[config.mk]
export PLATFORM = sky130hd
export DESIGN_NAME = btn_debounce
export DESIGN_NICKNAME = d
export VERILOG_FILES = /design/src/rtl/btn_debounce_pkg.sv /design/src/rtl/btn_debounce_chan.sv /design/src/rtl/btn_debounce.sv
export SDC_FILE = /design/constraint.sdc
export NUM_CORES = 1
export LEC_CHECK = 0
export ABC_AREA = 1
export CAP_MARGIN = 25
export CORE_ASPECT_RATIO = 1.75
export CORE_MARGIN = 3
export CORE_UTILIZATION = 40
export CTS_CLUSTER_SIZE = 14
export DETAILED_ROUTE_END_ITERATION = 8
export PLACE_DENSITY = 0.52
export SLEW_MARGIN = 20
export SYNTH_ARGS = -nofsm -noshare
export SYNTH_HDL_FRONTEND = slang
export SYNTH_SLANG_ARGS = --single-unit
export TNS_END_PERCENT = 5
[constraint.sdc]
create_clock -name clk -period 2.65 [get_ports clk]
set_input_delay 0.53 -clock clk [delete_from_list [all_inputs] [get_ports clk]]
set_output_delay 0.53 -clock clk [all_outputs]
set_load 0.02 [all_outputs]
[src/rtl/btn_debounce_pkg.sv]
// Shared definitions for the push-button conditioning front end:
// channel state encoding, counter width helper and default board timing.
package btn_debounce_pkg;

  typedef enum logic [1:0] {
    DB_IDLE    = 2'd0,
    DB_ARMING  = 2'd1,
    DB_PRESSED = 2'd2,
    DB_DISARM  = 2'd3
  } db_state_t;

  localparam int unsigned DEF_N_BTN           = 5;
  localparam int unsigned DEF_DEBOUNCE_CYCLES = 1000000;   // 10 ms at 100 MHz
  localparam int unsigned DEF_REPEAT_EN       = 1;
  localparam int unsigned DEF_REPEAT_DELAY    = 50000000;  // 500 ms
  localparam int unsigned DEF_REPEAT_PERIOD   = 10000000;  // 100 ms

  // Width of a counter that must reach n-1; never narrower than one bit.
  function automatic int unsigned cnt_width(input int unsigned n);
    return (n <= 2) ? 1 : $clog2(n);
  endfunction

endpackage

[src/rtl/btn_debounce_chan.sv]
// One button channel: 2-flop synchronizer, debounce FSM with stability
// counter, registered level/press/release outputs and hold-to-repeat pulses.
module btn_debounce_chan
  import btn_debounce_pkg::*;
#(
  parameter int unsigned DEBOUNCE_CYCLES = DEF_DEBOUNCE_CYCLES,
  parameter int unsigned REPEAT_EN       = DEF_REPEAT_EN,
  parameter int unsigned REPEAT_DELAY    = DEF_REPEAT_DELAY,
  parameter int unsigned REPEAT_PERIOD   = DEF_REPEAT_PERIOD
) (
  input  logic clk,
  input  logic rst,
  input  logic i_raw,
  output logic o_level,
  output logic o_press,
  output logic o_release,
  output logic o_rpt
);

  localparam int unsigned DCNT_W = cnt_width(DEBOUNCE_CYCLES);
  localparam int unsigned RCNT_W = cnt_width(REPEAT_DELAY);
  localparam logic [DCNT_W-1:0] DCNT_LAST   = DCNT_W'(DEBOUNCE_CYCLES - 1);
  localparam logic [RCNT_W-1:0] RCNT_LAST   = RCNT_W'(REPEAT_DELAY - 1);
  localparam logic [RCNT_W-1:0] RCNT_RELOAD = RCNT_W'(REPEAT_DELAY - REPEAT_PERIOD);
  localparam logic              RPT_ON      = (REPEAT_EN != 0);

  logic              r_s1, r_s2;
  db_state_t         r_state, w_state_nxt;
  logic [DCNT_W-1:0] r_dcnt, w_dcnt_nxt;
  logic [RCNT_W-1:0] r_rcnt, w_rcnt_nxt;
  logic              r_level, w_level_nxt;
  logic              r_press, w_press_nxt;
  logic              r_release, w_release_nxt;
  logic              r_rpt, w_rpt_nxt;

  always_ff @(posedge clk) begin
    if (rst) begin
      r_s1      <= 1'b0;
      r_s2      <= 1'b0;
      r_state   <= DB_IDLE;
      r_dcnt    <= '0;
      r_rcnt    <= '0;
      r_level   <= 1'b0;
      r_press   <= 1'b0;
      r_release <= 1'b0;
      r_rpt     <= 1'b0;
    end else begin
      r_s1      <= i_raw;
      r_s2      <= r_s1;
      r_state   <= w_state_nxt;
      r_dcnt    <= w_dcnt_nxt;
      r_rcnt    <= w_rcnt_nxt;
      r_level   <= w_level_nxt;
      r_press   <= w_press_nxt;
      r_release <= w_release_nxt;
      r_rpt     <= w_rpt_nxt;
    end
  end

  always_comb begin
    w_state_nxt   = r_state;
    w_dcnt_nxt    = r_dcnt;
    w_rcnt_nxt    = r_rcnt;
    w_level_nxt   = r_level;
    w_press_nxt   = 1'b0;
    w_release_nxt = 1'b0;
    w_rpt_nxt     = 1'b0;

    unique case (r_state)
      DB_IDLE: begin
        if (r_s2) begin
          w_state_nxt = DB_ARMING;
          w_dcnt_nxt  = '0;
        end
      end
      DB_ARMING: begin
        if (!r_s2) begin
          w_state_nxt = DB_IDLE;
        end else if (r_dcnt == DCNT_LAST) begin
          w_state_nxt = DB_PRESSED;
          w_level_nxt = 1'b1;
          w_press_nxt = 1'b1;
          w_rcnt_nxt  = '0;
        end else begin
          w_dcnt_nxt = r_dcnt + 1'b1;
        end
      end
      DB_PRESSED: begin
        if (!r_s2) begin
          w_state_nxt = DB_DISARM;
          w_dcnt_nxt  = '0;
        end
      end
      DB_DISARM: begin
        if (r_s2) begin
          w_state_nxt = DB_PRESSED;
        end else if (r_dcnt == DCNT_LAST) begin
          w_state_nxt   = DB_IDLE;
          w_level_nxt   = 1'b0;
          w_release_nxt = 1'b1;
        end else begin
          w_dcnt_nxt = r_dcnt + 1'b1;
        end
      end
      default: w_state_nxt = DB_IDLE;
    endcase

    // Repeat timer keeps running through release bounces; an accepted release wins.
    if ((r_state == DB_PRESSED || r_state == DB_DISARM) && !w_release_nxt) begin
      if (r_rcnt == RCNT_LAST) begin
        w_rcnt_nxt = RCNT_RELOAD;
        w_rpt_nxt  = RPT_ON;
      end else begin
        w_rcnt_nxt = r_rcnt + 1'b1;
      end
    end
  end

  assign o_level   = r_level;
  assign o_press   = r_press;
  assign o_release = r_release;
  assign o_rpt     = r_rpt;

endmodule

[src/rtl/btn_debounce.sv]
// Push-button front end: N_BTN fully independent debounce channels
// in the board clock domain.
module btn_debounce
  import btn_debounce_pkg::*;
#(
  parameter int unsigned N_BTN           = DEF_N_BTN,
  parameter int unsigned DEBOUNCE_CYCLES = DEF_DEBOUNCE_CYCLES,
  parameter int unsigned REPEAT_EN       = DEF_REPEAT_EN,
  parameter int unsigned REPEAT_DELAY    = DEF_REPEAT_DELAY,
  parameter int unsigned REPEAT_PERIOD   = DEF_REPEAT_PERIOD
) (
  input  logic             clk,
  input  logic             rst,
  input  logic [N_BTN-1:0] btn_raw,
  output logic [N_BTN-1:0] btn_level,
  output logic [N_BTN-1:0] press_pulse,
  output logic [N_BTN-1:0] release_pulse,
  output logic [N_BTN-1:0] rpt_pulse
);

  for (genvar g = 0; g < N_BTN; g++) begin : g_chan
    btn_debounce_chan #(
      .DEBOUNCE_CYCLES (DEBOUNCE_CYCLES),
      .REPEAT_EN       (REPEAT_EN),
      .REPEAT_DELAY    (REPEAT_DELAY),
      .REPEAT_PERIOD   (REPEAT_PERIOD)
    ) u_chan (
      .clk       (clk),
      .rst       (rst),
      .i_raw     (btn_raw[g]),
      .o_level   (btn_level[g]),
      .o_press   (press_pulse[g]),
      .o_release (release_pulse[g]),
      .o_rpt     (rpt_pulse[g])
    );
  end

endmodule

==> results of run 1 <==
-- worst paths after layout --
kind	depth (start not counted)	startpoint	slack (ns)	endpoint
worst min register to register	2	g_chan[2].u_chan.r_s1	0.40	g_chan[2].u_chan.r_s2
worst min-delay path	2	rst	0.32	register
worst max-delay path	8	g_chan[2].u_chan.r_dcnt[0]	0.44	g_chan[2].u_chan.r_rcnt[17]
worst max register to register	8	g_chan[2].u_chan.r_dcnt[0]	0.44	g_chan[2].u_chan.r_rcnt[17]
-- registers in the layout, summed over array words and instances (netlist names), named ones only --
register,flops
g_chan.u_chan.o_rpt,5
g_chan.u_chan.r_state,5
g_chan.u_chan.o_press,5
g_chan.u_chan.r_s2,5
g_chan.u_chan.r_s1,5
g_chan.u_chan.o_level,5
g_chan.u_chan.r_dcnt,100
g_chan.u_chan.o_release,5
g_chan.u_chan.r_rcnt,130
-- cell usage in the layout (no fill, tap or decap), types with 8 or more instances in the layout --
| master | n |
|---|---|
| bufinv_16 | 8 |
| nor2_2 | 9 |
| a21oi_1 | 190 |
| clkbuf_16 | 29 |
| clkdlybuf4s50_1 | 25 |
| nor2_1 | 494 |
| buf_4 | 19 |
| nor4_1 | 9 |
| o21bai_1 | 8 |
| nand2_1 | 787 |
| inv_1 | 253 |
| ha_1 | 10 |
| nor3_1 | 35 |
| nand3b_1 | 17 |
| nand2_2 | 10 |
| dfxtp_1 | 270 |
| nand4_1 | 63 |
| nand3_1 | 228 |
| xnor2_1 | 14 |
| xor2_1 | 39 |
| inv_2 | 9 |
| o21ai_0 | 81 |
-- power groups by stage --
stage          logic, mW  registers [mW]  clock network (mW)
3_5_place_dp       0.190            4.17                   0
4_1_cts            0.190            4.08                4.92
5_1_grt            0.207            4.08                5.07
3_3_place_gp       0.188            4.17                   0
2_1_floorplan      0.126            4.17                   0
6_report           0.186            4.08                4.76
-- layer usage --
layer  global-route usage  vias to the layer above
met5                    0                        -
met3              0.02090                      114
met2               0.3972                      261
li1                     -                     8438
met1               0.2183                     7388
met4              0.09097                        0
-- stage by stage --
stage               hold WS [ns]  setup WS, ns
CTS                       0.2804        0.4170
finish                    0.3172        0.4383
global placement          0.3925        0.5383
floorplan                 0.3883        0.9397
detailed placement        0.3969        0.4421
global route              0.3065        0.1790
-- critical path: stages (launching register included) --
cell     delay, ns
dfxtp_1       0.35
ha_1          0.28
nand3_1       0.19
nor2_2        0.22
nand3_1       0.15
nand2_1       0.21
nand2_2       0.34
o21ai_0       0.28
nand2_1       0.07
-- synthesized netlist by cell type, drive strengths merged --
cell      n
clkinv    3
o21a      1
o21bai    8
or2       6
nor3     38
dfxtp   270
clkbuf   26
inv     262
nand4    67
o21ai    81
ha       10
xnor2    14
o211ai    3
nand2b    2
and2      3
nor4     10
a21oi   192
nand2   799
nor2    505
nor3b     5
nand3   231
buf      62
xor2     39
a31o      1
nand3b   17
-- logic make-up after synthesis --
group           share of synthesized area
simple gates                       0.4410
buf+inv                           0.09623
flops                              0.3350
compound gates                    0.09127
fa+ha+maj                        0.007754
xor+xnor                          0.02877
-- cell type report --
type / instances / area (um2)
fillers: 4252 / 21780
inverters: 265 / 996.0
flip-flops and latches: 270 / 5405
multi-input cells: 2032 / 9178
clock buffers: 37 / 825.8
well taps: 490 / 613.1
repair buffers: 46 / 424.2
clock inverters: 16 / 296.5
==> key figures, run 1 <==
Route
  – Routed length on met3: 1293 um
  – Routed wl met2: 24030 um
  – First-iteration detailed-routing DRC count: 851
  – First-pass iteration count of the detailed router: 5
  – Drt drc: 0
  – Routed WL: 44960 um
  – Vias: 16201
  – Met1 WL: 17680 um
  – Routed len/inst: 14.25 um
  – Via/cell ratio: 5.133
  – Final ANT Viol Nets: 0
  – Top Metal Used: met4

Layout
  – Final Non-Filler Cells: 3156
  – Design area: 0.01774 mm2
  – Antenna diode count: 0
  – Nets: 2661
  – Synth-to-layout area growth: 9.934%
  – Ratio of cells with drive above 1 in the final layout: 0.04726
  – Final core occ: 0.4489

Worst setup path
  – CP Max Fanout: 23
  – CP Launch Type: register
  – Critical path type: reg -> reg
  – Critical Path AT: 2.67 ns
  – Required time of the worst setup path: 3.11 ns
  – Element type at the critical path end: register

Die
  – Core Box Area: 0.03952 mm2
  – Initial core utilization: 0.4083
  – DIE AREA: 0.04288 mm2
  – Overall die width: 157.8 um
  – # IOs: 27
  – Die H: 271.7 um
  – Rows: 96

STA
  – Max-slew headroom: 0.5693
  – Worst-Margin Slew: 0.6461 ns
  – TNS Setup: 0 ns
  – Fin crit share: 0.8346
  – Final Max Slew Viols: 0
  – F_max: 0.4521 GHz
  – RSZ-0062 raised after global routing: false
  – Time the worst path needs with I/O delays and setup: 2.212 ns
  – Final count of hold timing violations: 0
  – Clock Skew: 0.01771 ns
  – Endpoints failing setup: 0

Yosys
  – Synth top area share: 0.3350
  – Main area contributors after synthesis: dfxtp_1 33%, nand2_1 18%, nor2_1 11%
  – Synth Net Count: 2672
  – Synth Instances: 2655
  – Synth Warn #: 0
  – Mapped Area: 0.01614 mm2
  – Yosys cell types: 43
  – Synth Register Bits: 270
  – Post-synth top area cell: dfxtp_1
  – Synthesized area per cell: 6.077 um2
  – Sequential fraction of the synthesis area: 0.3350

Power and ir drop
  – Gate power share: 0.021
  – P_sw: 1.938 mW
  – Pwr Total: 9.029 mW
  – Pwr Density: 509.0 mW/mm2
  – Switching Fraction: 0.2147
  – Maximum vdd drop: 538.1 uV
  – P_int: 7.091 mW
  – P_leak: 6.127 nW
  – Clock network power share: 0.527
  – Seq pwr share: 0.452

Worst hold path
  – Worst Hold Class: in -> reg

Place
  – Placed insts: 3102
  – Post-DP HPWL: 33130 um
  – Count of buffers from port buffering: 26
  – GPL Wtd Cong: 0.9505
  – Post-placement cell area: 0.01661 mm2

Clocking
  – Clock Latency Late Sink: 0.57 ns
  – Clock Tree Root: clkbuf_16
  – CTS tree: done
  – H-tree depth: 1
  – Total CTS buffers: 29
  – Clk buf depth: 3
  – Cts-stage hold buffer count: 0
  – Clock transition at path regs: 0.07 ns
  – Post-CTS resize count: 0
  – Total clock sinks: 270
  – # Post-CTS Setup Buffers: 0

GRT
  – Initial antenna violation count: 0
  – First-pass GRT wire length: 73570 um
  – Largest net degree at the start of global routing: 101
  – Grt total ovfl: 0
  – GRT Util Overall: 0.2055
  – Vias in the first global route: 15435

Run status
  – Status: finished clean

Run
  – Maxcap violations: 0
No activity file was read; power rests on OpenSTA's default activity.
==> run 2, diff against run 1 <==
--- a/config.mk
+++ b/config.mk
@@ -12,7 +12,7 @@
 export CORE_UTILIZATION = 40
 export CTS_CLUSTER_SIZE = 14
 export DETAILED_ROUTE_END_ITERATION = 8
-export PLACE_DENSITY = 0.52
+export PLACE_DENSITY = 0.54
 export SLEW_MARGIN = 20
 export SYNTH_ARGS = -nofsm -noshare
 export SYNTH_HDL_FRONTEND = slang
==> constraint.sdc (replaced) <==
create_clock -name clk -period 1.9 [get_ports clk]
set_input_delay 0.38 -clock clk [delete_from_list [all_inputs] [get_ports clk]]
set_output_delay 0.38 -clock clk [all_outputs]
set_load 0.02 [all_outputs]
==> key figures, run 2 (synthesis gave the netlist of run 1 again) <==
Run status
  – Status: finished clean

Worst setup path
  – Critical Path AT: 1.47 ns
  – Cell family with most CP delay: buffers and inverters
  – Crit path largest cell delay: 0.60 ns
  – Critical path type: reg -> out
  – Worst-path cell chain: clkdlybuf4s50_1
  – CP bufs+invs: 1
  – CP Max Fanout: 1
  – Slowest-stage cell, CP: clkdlybuf4s50_1
  – Element type at the critical path end: output port
  – Required time of the worst setup path: 1.52 ns
  – CP Launch Type: register

Die
  – # IOs: 27
  – DIE AREA: 0.04288 mm2
  – Initial core utilization: 0.4083
  – Rows: 96
  – Core Box Area: 0.03952 mm2
  – Overall die width: 157.8 um
  – Die H: 271.7 um

Clocking
  – CTS tree: done
  – Cts-stage hold buffer count: 0
  – Clock Latency Late Sink: 0.56 ns
  – Total clock sinks: 270
  – Total CTS buffers: 29
  – Clock Tree Root: clkbuf_16
  – Clk buf depth: 3
  – H-tree depth: 1
  – Clock transition at path regs: 0.06 ns

Layout
  – Synth-to-layout area growth: 14.68%
  – Commonest non-fill, non-tap cells in the layout: 781 x nand2_1, 479 x nor2_1, 264 x dfxtp_1, 250 x inv_1, 223 x nand3_1
  – Largest regs: g_chan.u_chan.r_rcnt (130), g_chan.u_chan.r_dcnt (100)
  – Nets: 2756
  – Ratio of cells with drive above 1 in the final layout: 0.09107
  – Leading cell type in the layout, fill and taps excluded: nand2_1
  – Largest register FFs: 130
  – Antenna diode count: 0
  – Most flop-heavy register: g_chan.u_chan.r_rcnt

STA
  – Worst-Margin Slew: 0.5921 ns
  – F_max: 0.5402 GHz
  – Max-slew headroom: 0.6053
  – Final count of hold timing violations: 0
  – Endpoints failing setup: 0
  – Time the worst path needs with I/O delays and setup: 1.851 ns
  – Final Max Slew Viols: 0
  – Fin crit share: 0.9743
  – RSZ-0062 raised after global routing: true
  – Fin worst setup slack: 0.04882 ns
  – Clock Skew: 0.008868 ns

Place
  – Worst slack, placed: -0.02201 ns
  – Post-DP HPWL: 34400 um
  – GPL Wtd Cong: 0.9609
  – Count of buffers from port buffering: 26

GRT
  – Grt total ovfl: 0
  – GRT Util Overall: 0.2102
  – First-pass GRT wire length: 75670 um
  – Initial antenna violation count: 0
  – Largest net degree at the start of global routing: 96
  – Vias in the first global route: 15993

Route
  – Final ANT Viol Nets: 0
  – Vias: 16542
  – First-pass iteration count of the detailed router: 5
  – Routed WL: 46100 um
  – First-iteration detailed-routing DRC count: 875
  – Drt drc: 0
  – Routed len/inst: 14.20 um
  – Via/cell ratio: 5.096

Power and ir drop
  – P_sw: 2.565 mW
  – P_int: 8.960 mW
  – Pwr Density: 622.9 mW/mm2
  – Clock network power share: 0.481
  – Switching Fraction: 0.2226
  – Pwr Total: 11.53 mW
  – Maximum vdd drop: 642.3 uV
  – Gate power share: 0.025
  – P_leak: 6.688 nW
  – Seq pwr share: 0.494

Worst hold path
  – Worst Hold Class: in -> reg

Run
  – Maxcap violations: 0
-- run 2: layout make-up --
| type | instances | area, um2 |
|---|---|---|
| fillers | 4209 | 21010 |
| multi-input cells | 2032 | 9345 |
| flip-flops and latches | 270 | 5413 |
| repair buffers | 140 | 1204 |
| inverters | 265 | 1011 |
| clock buffers | 41 | 850.8 |
| well taps | 490 | 613.1 |
| clock inverters | 7 | 60.06 |
| repair inverters | 1 | 7.507 |
-- run 2: path summary, 6_finish.rpt --
path / from / to / slack, ns / cells past startpoint
worst max-delay path: g_chan[2].u_chan.o_release / release_pulse[2] / 0.05 / 1
worst min-delay path: rst / g_chan[3].u_chan.r_dcnt[11] / 0.11 / 2
worst max register to register: g_chan[4].u_chan.r_dcnt[1] / g_chan[4].u_chan.r_dcnt[16] / 0.09 / 11
worst min register to register: g_chan[2].u_chan.r_s1 / g_chan[2].u_chan.r_s2 / 0.40 / 2
-- run 2: metal layers --
layer	GRT usage	part of all wire
met5	0	0
met2	0.4089	0.54
met1	0.2254	0.40
met3	0.01866	0.026
met4	0.08640	0.037
-- run 2: stage by stage --
| step | area (um2) | setup TNS, ns | hold WS, ns | utilization | std cells |
|---|---|---|---|---|---|
| finish | 18500 | 0 | 0.1071 | 0.4682 | 3246 |
| CTS | 18210 | 0 | 0.06993 | 0.4608 | 3238 |
| global placement | 17310 | -0.02122 | 0.3937 | 0.4379 | 3190 |
| detailed placement | 17310 | -0.02201 | 0.3917 | 0.4379 | 3190 |
| floorplan | 16140 | 0 | 0.3883 | - | 2655 |
| global route | 18500 | -0.4231 | 0.08696 | 0.4682 | 3246 |
-- run 2: what timing repair did --
item,4_1_cts,5_1_grt
pin swaps,0,5
cloned,0,1
resized for setup,8,62
buffers inserted,0,7
setup endpoints to repair,8,122
-- run 2: power groups by stage --
stage / logic (mW) / clock network [mW] / registers, mW
finish: 0.290 / 5.55 / 5.69
global route: 0.319 / 5.96 / 5.69
CTS: 0.288 / 5.76 / 5.69
detailed placement: 0.288 / 0 / 5.82
global placement: 0.286 / 0 / 5.82
floorplan: 0.176 / 0 / 5.81
